## src/rtl/tx_serializer.sv

```systemverilog
// Serial transmit source for a 1-bit tx data path. It shifts out LSB-first data words,
// or produces a PRBS7 stream, a constant idle level or a 1010 clock pattern.
module tx_serializer #(
  parameter int unsigned WIDTH     = 16,
  parameter logic [6:0]  PRBS_SEED = 7'h7F,
  parameter logic        IDLE_BIT  = 1'b0
) (
  input  logic             clk_i,
  input  logic             rst_n_i,
  input  logic [1:0]       mode_i,
  input  logic [WIDTH-1:0] word_i,
  input  logic             valid_i,
  output logic             ready_o,
  output logic             data_o,
  input  logic             clr_i,
  output logic [7:0]       underflow_o
);

  localparam int unsigned          CNT_W    = $clog2(WIDTH + 1);
  localparam logic [CNT_W-1:0]     CNT_FULL = CNT_W'(WIDTH);
  localparam logic [CNT_W-1:0]     CNT_ONE  = CNT_W'(1);

  typedef enum logic [1:0] {
    MODE_DATA   = 2'd0,
    MODE_PRBS   = 2'd1,
    MODE_IDLE   = 2'd2,
    MODE_CLKPAT = 2'd3
  } mode_e;

  typedef enum logic {
    ST_IDLE  = 1'b0,
    ST_SHIFT = 1'b1
  } state_e;

  state_e           state_q;
  mode_e            mode_q;
  logic [CNT_W-1:0] cnt_q;
  logic [WIDTH-1:0] sreg_q;
  logic [6:0]       lfsr_q;
  logic             toggle_q;
  logic             data_q;
  logic [7:0]       underflow_q;

  logic             mode_chg_d;
  logic             word_done_d;
  logic             ready_d;
  logic             accept_d;
  logic             underrun_d;
  logic             lfsr_fb_d;

  assign mode_chg_d  = (mode_i != mode_q);
  assign word_done_d = (cnt_q == CNT_FULL);
  assign ready_d     = (mode_i == MODE_DATA) && (mode_q == MODE_DATA) &&
                       ((state_q == ST_IDLE) || word_done_d);
  assign accept_d    = valid_i && ready_d;
  // A finished word with nothing queued behind it is an underrun; a mode change
  // discards the word instead and is never counted.
  assign underrun_d  = !mode_chg_d && (mode_q == MODE_DATA) && (state_q == ST_SHIFT) &&
                       word_done_d && !accept_d;
  assign lfsr_fb_d   = lfsr_q[6] ^ lfsr_q[5];

  always_ff @(posedge clk_i or negedge rst_n_i) begin
    if (!rst_n_i) begin
      state_q     <= ST_IDLE;
      mode_q      <= MODE_DATA;
      cnt_q       <= '0;
      sreg_q      <= '0;
      lfsr_q      <= PRBS_SEED;
      toggle_q    <= 1'b1;
      data_q      <= IDLE_BIT;
      underflow_q <= 8'd0;
    end else begin
      if (clr_i) begin
        underflow_q <= 8'd0;
      end else if (underrun_d && (underflow_q != 8'hFF)) begin
        underflow_q <= underflow_q + 8'd1;
      end

      if (mode_chg_d) begin
        mode_q   <= mode_e'(mode_i);
        state_q  <= ST_IDLE;
        cnt_q    <= '0;
        lfsr_q   <= PRBS_SEED;
        toggle_q <= 1'b1;
        data_q   <= IDLE_BIT;
      end else begin
        case (mode_q)
          MODE_DATA: begin
            if (accept_d) begin
              data_q  <= word_i[0];
              sreg_q  <= word_i >> 1;
              cnt_q   <= CNT_ONE;
              state_q <= ST_SHIFT;
            end else if ((state_q == ST_SHIFT) && !word_done_d) begin
              data_q <= sreg_q[0];
              sreg_q <= sreg_q >> 1;
              cnt_q  <= cnt_q + CNT_ONE;
            end else begin
              data_q  <= IDLE_BIT;
              state_q <= ST_IDLE;
              cnt_q   <= '0;
            end
          end
          MODE_PRBS: begin
            data_q <= lfsr_fb_d;
            lfsr_q <= {lfsr_q[5:0], lfsr_fb_d};
          end
          MODE_IDLE: begin
            data_q <= IDLE_BIT;
          end
          MODE_CLKPAT: begin
            data_q   <= toggle_q;
            toggle_q <= ~toggle_q;
          end
        endcase
      end
    end
  end

  assign ready_o     = ready_d;
  assign data_o      = data_q;
  assign underflow_o = underflow_q;

endmodule

```

## config.mk

```make
export PLATFORM = sky130hd
export DESIGN_NAME = tx_serializer
export DESIGN_NICKNAME = d
export VERILOG_FILES = /design/src/rtl/tx_serializer.sv
export SDC_FILE = /design/constraint.sdc
export NUM_CORES = 1
export LEC_CHECK = 0
export CORE_MARGIN = 1.5
export CORE_UTILIZATION = 52
export DETAILED_ROUTE_END_ITERATION = 8
export PLACE_DENSITY = 0.88
export SLEW_MARGIN = 15
export SYNTH_ARGS = -nofsm -noshare
export SYNTH_HDL_FRONTEND = slang
export SYNTH_SLANG_ARGS = --single-unit
```

## constraint.sdc

```tcl
create_clock -name clk_i -period 3 [get_ports clk_i]
set_input_delay 0.75 -clock clk_i [delete_from_list [all_inputs] [get_ports clk_i]]
set_output_delay 0.75 -clock clk_i [all_outputs]
set_load 0.005 [all_outputs]
```

Word level (Yosys, flattened, before mapping)
Cells that the tools add are included.

cells by class
  multiplexer cells = 20
  reductions and logical operators = 22
  $add $sub $neg = 2
  equality and inequality tests = 7
  bitwise gates (word level) = 4

operators with widths
  operator             number
  $mux 16              2
  $mux 5               4
  $mux 8               2
  $mux 7               2
  $reduce_bool 2->1    5
  $logic_and 1x1->1    9
  $mux 1               9
  $add 8x1->8 const B  1
  $ne 8x8->1 const B   1
  $add 5x1->5 const B  1
  $eq 5x5->1 const B   1
  $eq 2x2->1 const B   2
  $logic_not 2->1      2
  $pmux 1 s4           1
  $logic_not 1->1      3
  $ne 3x3->1 const B   1
  $not 1->1            3
  $reduce_and 3->1     1
  $eq 2x1->1 const B   1
  $ne 2x2->1           1
  $reduce_and 2->1     1
  $logic_or 1x1->1     1
  $xor 1x1->1          1

word-level totals
  register bits = 41
  output and inout bits = 10
  word-level logic and storage cells = 63

Depth between registers and ports, before layout
  depth in word-level cells = 9
  gate-level depth with buffers = 8

Worst setup path before layout
Ideal clock, no wire load.

  path type = input-to-reg
  from = in mode_i[0]
  to = reg underflow_q[4], in the netlist underflow_o[4]
  required time = 2922 ps
  arrival = 2412 ps
  stages on the path = 5
  path buffers = 1
  setup slack = 510 ps
  library setup time = 78 ps
  path through = or4_4 -> or4_1 -> buf_2 -> or4_1 -> a21oi_1

on the way
  cells in the longest elaborated chain, start to end = 8
  elaborated cells between the ends (all ways) = 13
  those cells by class = eq/ne: 1; reduce/logical: 12

RTL lines
  what                                                         RTL line  source
  from (decl)                                                  10        input logic [1:0] mode_i,
  $ne 2x2->1 / $logic_not 2->1 (equally long branches)         51, 53
  $logic_not 1->1 / $logic_and 1x1->1 (equally long branches)  58, 53
  $logic_and 1x1->1 (on tied branches)                         58, 53
  $logic_and 1x1->1 (on tied branches)                         58, 55
  $logic_and 1x1->1 / $logic_not 1->1 (equally long branches)  58, 59
  $logic_and 1x1->1 *                                          59        word_done_d && !accept_d;
  $logic_and 1x1->1 *                                          75        end else if (underrun_d && (underflow_q != 8'hFF)) begin
  $reduce_bool 2->1 (no line) *                                -
  to (signal assigned)                                         76        underflow_q <= underflow_q + 8'd1;
  to (decl)                                                    42        logic [7:0] underflow_q;

Mark *: on every way between the ends. The rest lies on a longest branch, timed or not.
A chain may end at the register's enable or synchronous reset.

Worst setup path after layout
  from = in mode_i[0]
  to = out ready_o

on the way
  cells in the longest elaborated chain, start to end = 3

RTL lines
  what                            RTL line  source
  $logic_not 2->1                 53        assign ready_d = (mode_i == MODE_DATA) && (mode_q == MODE_DATA) &&
  $logic_and 1x1->1 (2 in a row)  53
  to (decl)                       13        output logic ready_o,

No other way between the ends.

==> results.toml <==
[die]
die_h_um = 64.03
placeableCoreArea_sq_um = 3442
die_area_sq_um = 4100
ioPinCount = 32
start_util = 0.5627
dieWidth_um = 64.03
std_cell_rows = 21

[setup_path]
cpMaxStageDelayCell = "sky130_fd_sc_hd__or4_4"
timing.reg2reg.worst_path_depth = 4
timing.critical_path.from_type = "input port"
cp.buffers_inverters = 2
path_delay_family = "buffers and inverters"
path_depth = 4
crit_path_end_kind = "primary output"
cpPeakStageDelay_ns = 0.54
timing.critical_path.required_ns = 2.25
crit_start = "mode_i[0]"
rr_startpoint = "mode_q[0]"
cell_breakdown_of_the_critical_path = "clkdlybuf4s50_1 > or4_4 > nor2_1 > dlygate4sd2_1"
rr_endpoint = "underflow_o[4]"
startpoint_to_endpoint_class_of_the_critical_path = "input port to primary output"
worst-r2r-setup-slack_ns = 0.74
critPathMaxFanout = 2
worst-endpoint-arrival_ns = 2.03
endpoint = "ready_o"

[synth]
ys_warn_count = 0
postSynth.asyncResetShare = 1.000
syn-num-nets = 218
yosys.area.top_type = "sky130_fd_sc_hd__dfrtp_1"
number_of_flops_mapped_to_enable_cells_by_yosys = 0
synth.area.top_cells = "sky130_fd_sc_hd__dfrtp_1 41%, sky130_fd_sc_hd__dfstp_2 11%, sky130_fd_sc_hd__a2bb2oi_1 6.3%"
syn-mean-instance-area_sq_um = 10.04
synthesis.instances = 193
synth_largest_type_area_fraction = 0.4134
synth_cell_types = 40
ys.flop_type = "sky130_fd_sc_hd__dfrtp_1"
seq_area_frac_synth = 0.5220
synth-seq-cells = 40
syn-cell-area_sq_um = 1937

[timing]
slew_headroom = 0.4297
period_needed_ns = 2.780
final-max-slew-violation-count = 0
finalSetupViolations = 0
timing_worst_slew_pin_value_ns = 0.8555
timing_hold_violations_final = 0
fin_skew_ns = 0.008540
fin_crit_sh = 0.9266
grt_setup_unrepaired = "false"
setup_tns_ns = 0
fmax_mhz = 359.8

[pwr]
p_leak_nw = 0.9681
irDropWorstVdd_v = 0.0003497
powerDensity_nw_per_um2 = 506.6

[job]
drv.max_cap_violation_count = 0

[placed_design]
hpwl_mm = 2.688
place.detailed.instances = 263
port_buffers = 31
globalplace.congestion = 0.8223

[drt]
via_count = 1565
route.antenna.remaining_nets = 0
detailed_route_wl_mm = 3.979
post_drt_wl_per_cell_um = 14.68
post_route_drc_violation_count = 0
dr_pass1_iterations = 4
detailed_route_vias_per_instance = 5.775
initialDrtViolationCount = 105

[global_route]
global_route.usage.total = 0.2175
maximum_number_of_pins_on_one_net_before_global_route_repair = 41
grt.overflow.total = 0
grt_pass1_vias = 1440
grt_first_pass_wirelength_mm = 6.734
initial_antenna_violation_count = 0

[layout]
stdcell_count = 271
area_delta_synth_final_pct = 24.03
num_antenna_cells = 0
nets = 249
fraction_of_final_layout_cells_sized_beyond_drive_strength_1 = 0.1111
num-fill-cells = 261

[clocking]
h-tree-depth = 2
root_buffer = "sky130_fd_sc_hd__clkbuf_8"
clkLatencyLatePin_ns = 0.30
clock-sinks = 40
path_clk_slew_ns = 0.08
number_of_buffers_created_by_cts = 5
cts-root-to-sink-buffers = 2
cts_tree = "built"

[worst_hold_path]
min-delay-path-class = "register to register"

[status]
status = "finished, final reports clean"
-- where the power goes --
group	switching, W	internal (W)	leakage, nW	total (W)
Sequential	0.0000383	0.000600	0.488	0.000638
Combinational	0.0000616	0.0000828	0.425	0.000144
Clock	0.000188	0.000247	0.0552	0.000435
Total	0.000288	0.000929	0.968	0.00122
-- worst register-to-register path, stage by stage (launching register included) --
cell                      delay (ns)
sky130_fd_sc_hd__dfrtp_1        0.47
sky130_fd_sc_hd__or4_4          0.55
sky130_fd_sc_hd__or4_1          0.48
sky130_fd_sc_hd__or4_1          0.53
sky130_fd_sc_hd__a21oi_1        0.17
-- Yosys cell counts, types with 3 or more instances --
library cell,n
sky130_fd_sc_hd__nand3_1,11
sky130_fd_sc_hd__dfrtp_1,32
sky130_fd_sc_hd__o22ai_1,15
sky130_fd_sc_hd__o21ai_1,4
sky130_fd_sc_hd__inv_1,7
sky130_fd_sc_hd__a32o_1,4
sky130_fd_sc_hd__nand2_1,24
sky130_fd_sc_hd__dfstp_2,8
sky130_fd_sc_hd__clkbuf_1,10
sky130_fd_sc_hd__xor2_1,3
sky130_fd_sc_hd__o21ai_0,6
sky130_fd_sc_hd__a2bb2oi_1,14
sky130_fd_sc_hd__nor2_1,6
sky130_fd_sc_hd__ha_1,3
sky130_fd_sc_hd__or3_1,5
sky130_fd_sc_hd__xnor2_1,3
sky130_fd_sc_hd__o31ai_1,3
sky130_fd_sc_hd__a21oi_1,6
-- metal layers --
metal  routed length [um]  GRT usage  up-vias
met5                    0          0        -
met4                  100     0.1277        0
met3                  133    0.05106       10
met2                 1829     0.3242       33
met1                 1916     0.2887      748
li1                     -          -      774
-- how the worst min path moves through the flow --
stage                   start        end  cells after the start
floorplan             rst_n_i   cnt_q[0]                      0
global placement    lfsr_q[2]  lfsr_q[2]                      2
detailed placement  lfsr_q[1]  lfsr_q[1]                      2
CTS                 lfsr_q[3]  lfsr_q[4]                      2
global route        lfsr_q[3]  lfsr_q[4]                      2
finish              lfsr_q[3]  lfsr_q[4]                      2
-- cells in the final DEF, fill, tap and decap left out, drive strengths merged, types with 2 or more instances in the layout --
| cell type | instances |
|---|---|
| a21boi | 2 |
| nand2 | 24 |
| or4 | 3 |
| a32o | 4 |
| dfrtp | 32 |
| nor3 | 2 |
| and3 | 2 |
| o211ai | 2 |
| o22ai | 15 |
| dfstp | 8 |
| o21ai | 10 |
| nand3 | 11 |
| a21oi | 6 |
| a2bb2oi | 14 |
| xnor2 | 3 |
| buf | 8 |
| inv | 7 |
| clkdlybuf4s50 | 29 |
| or3 | 5 |
| xor2 | 3 |
| nor2 | 6 |
| clkbuf | 6 |
| ha | 3 |
| o31ai | 3 |
| nor2b | 2 |
-- sequential cells by signal, indices dropped and copies added, names as in the netlist --
signal / flops
underflow_o: 8
cnt_q: 5
data_o: 1
lfsr_q: 7
state_q: 1
sreg_q: 15
mode_q: 2
toggle_q: 1
-- cell families after synthesis --
logic type	synth area share
XOR/XNOR	0.02714
flip-flops	0.5220
adder cells (fa/ha/maj)	0.01938
AND/OR/NAND/NOR	0.1673
buffers and inverters	0.04587
AO/OA/AOI/OAI	0.2183
-- metrics by stage --
step	hold slack, ns	power [W]	setup slack (ns)	cell area [sq um]	utilization
finish	0.4871	0.001217	0.2203	2402	0.6979
global route	0.5156	0.001272	0.1489	2402	0.6979
CTS	0.4918	0.001226	0.2107	2402	0.6979
detailed placement	0.4846	0.0007912	-0.05268	2296	0.6670
global placement	0.4714	0.0007823	-0.04811	2296	0.6670
floorplan	0.4544	0.0007220	0.5099	1937	-
-- area by class of cell --
| cell class | count | area (sq um) | share of cell area |
|---|---|---|---|
| clock inverters | 2 | 35.03 | 0.01458 |
| flip-flops and latches | 40 | 1011 | 0.4208 |
| multi-input cells | 132 | 843.3 | 0.3510 |
| well taps | 46 | 57.56 | 0.02396 |
| clock buffers | 6 | 72.57 | 0.03021 |
| repair buffers | 38 | 356.6 | 0.1484 |
| inverters | 7 | 26.28 | 0.01094 |
-- timing repair --
item,in CTS,in global routing
setup endpoints to repair,1,0
setup buffers,0,0
resized for setup,1,0
hold buffers,0,0
(Power assumes the default switching activity.)
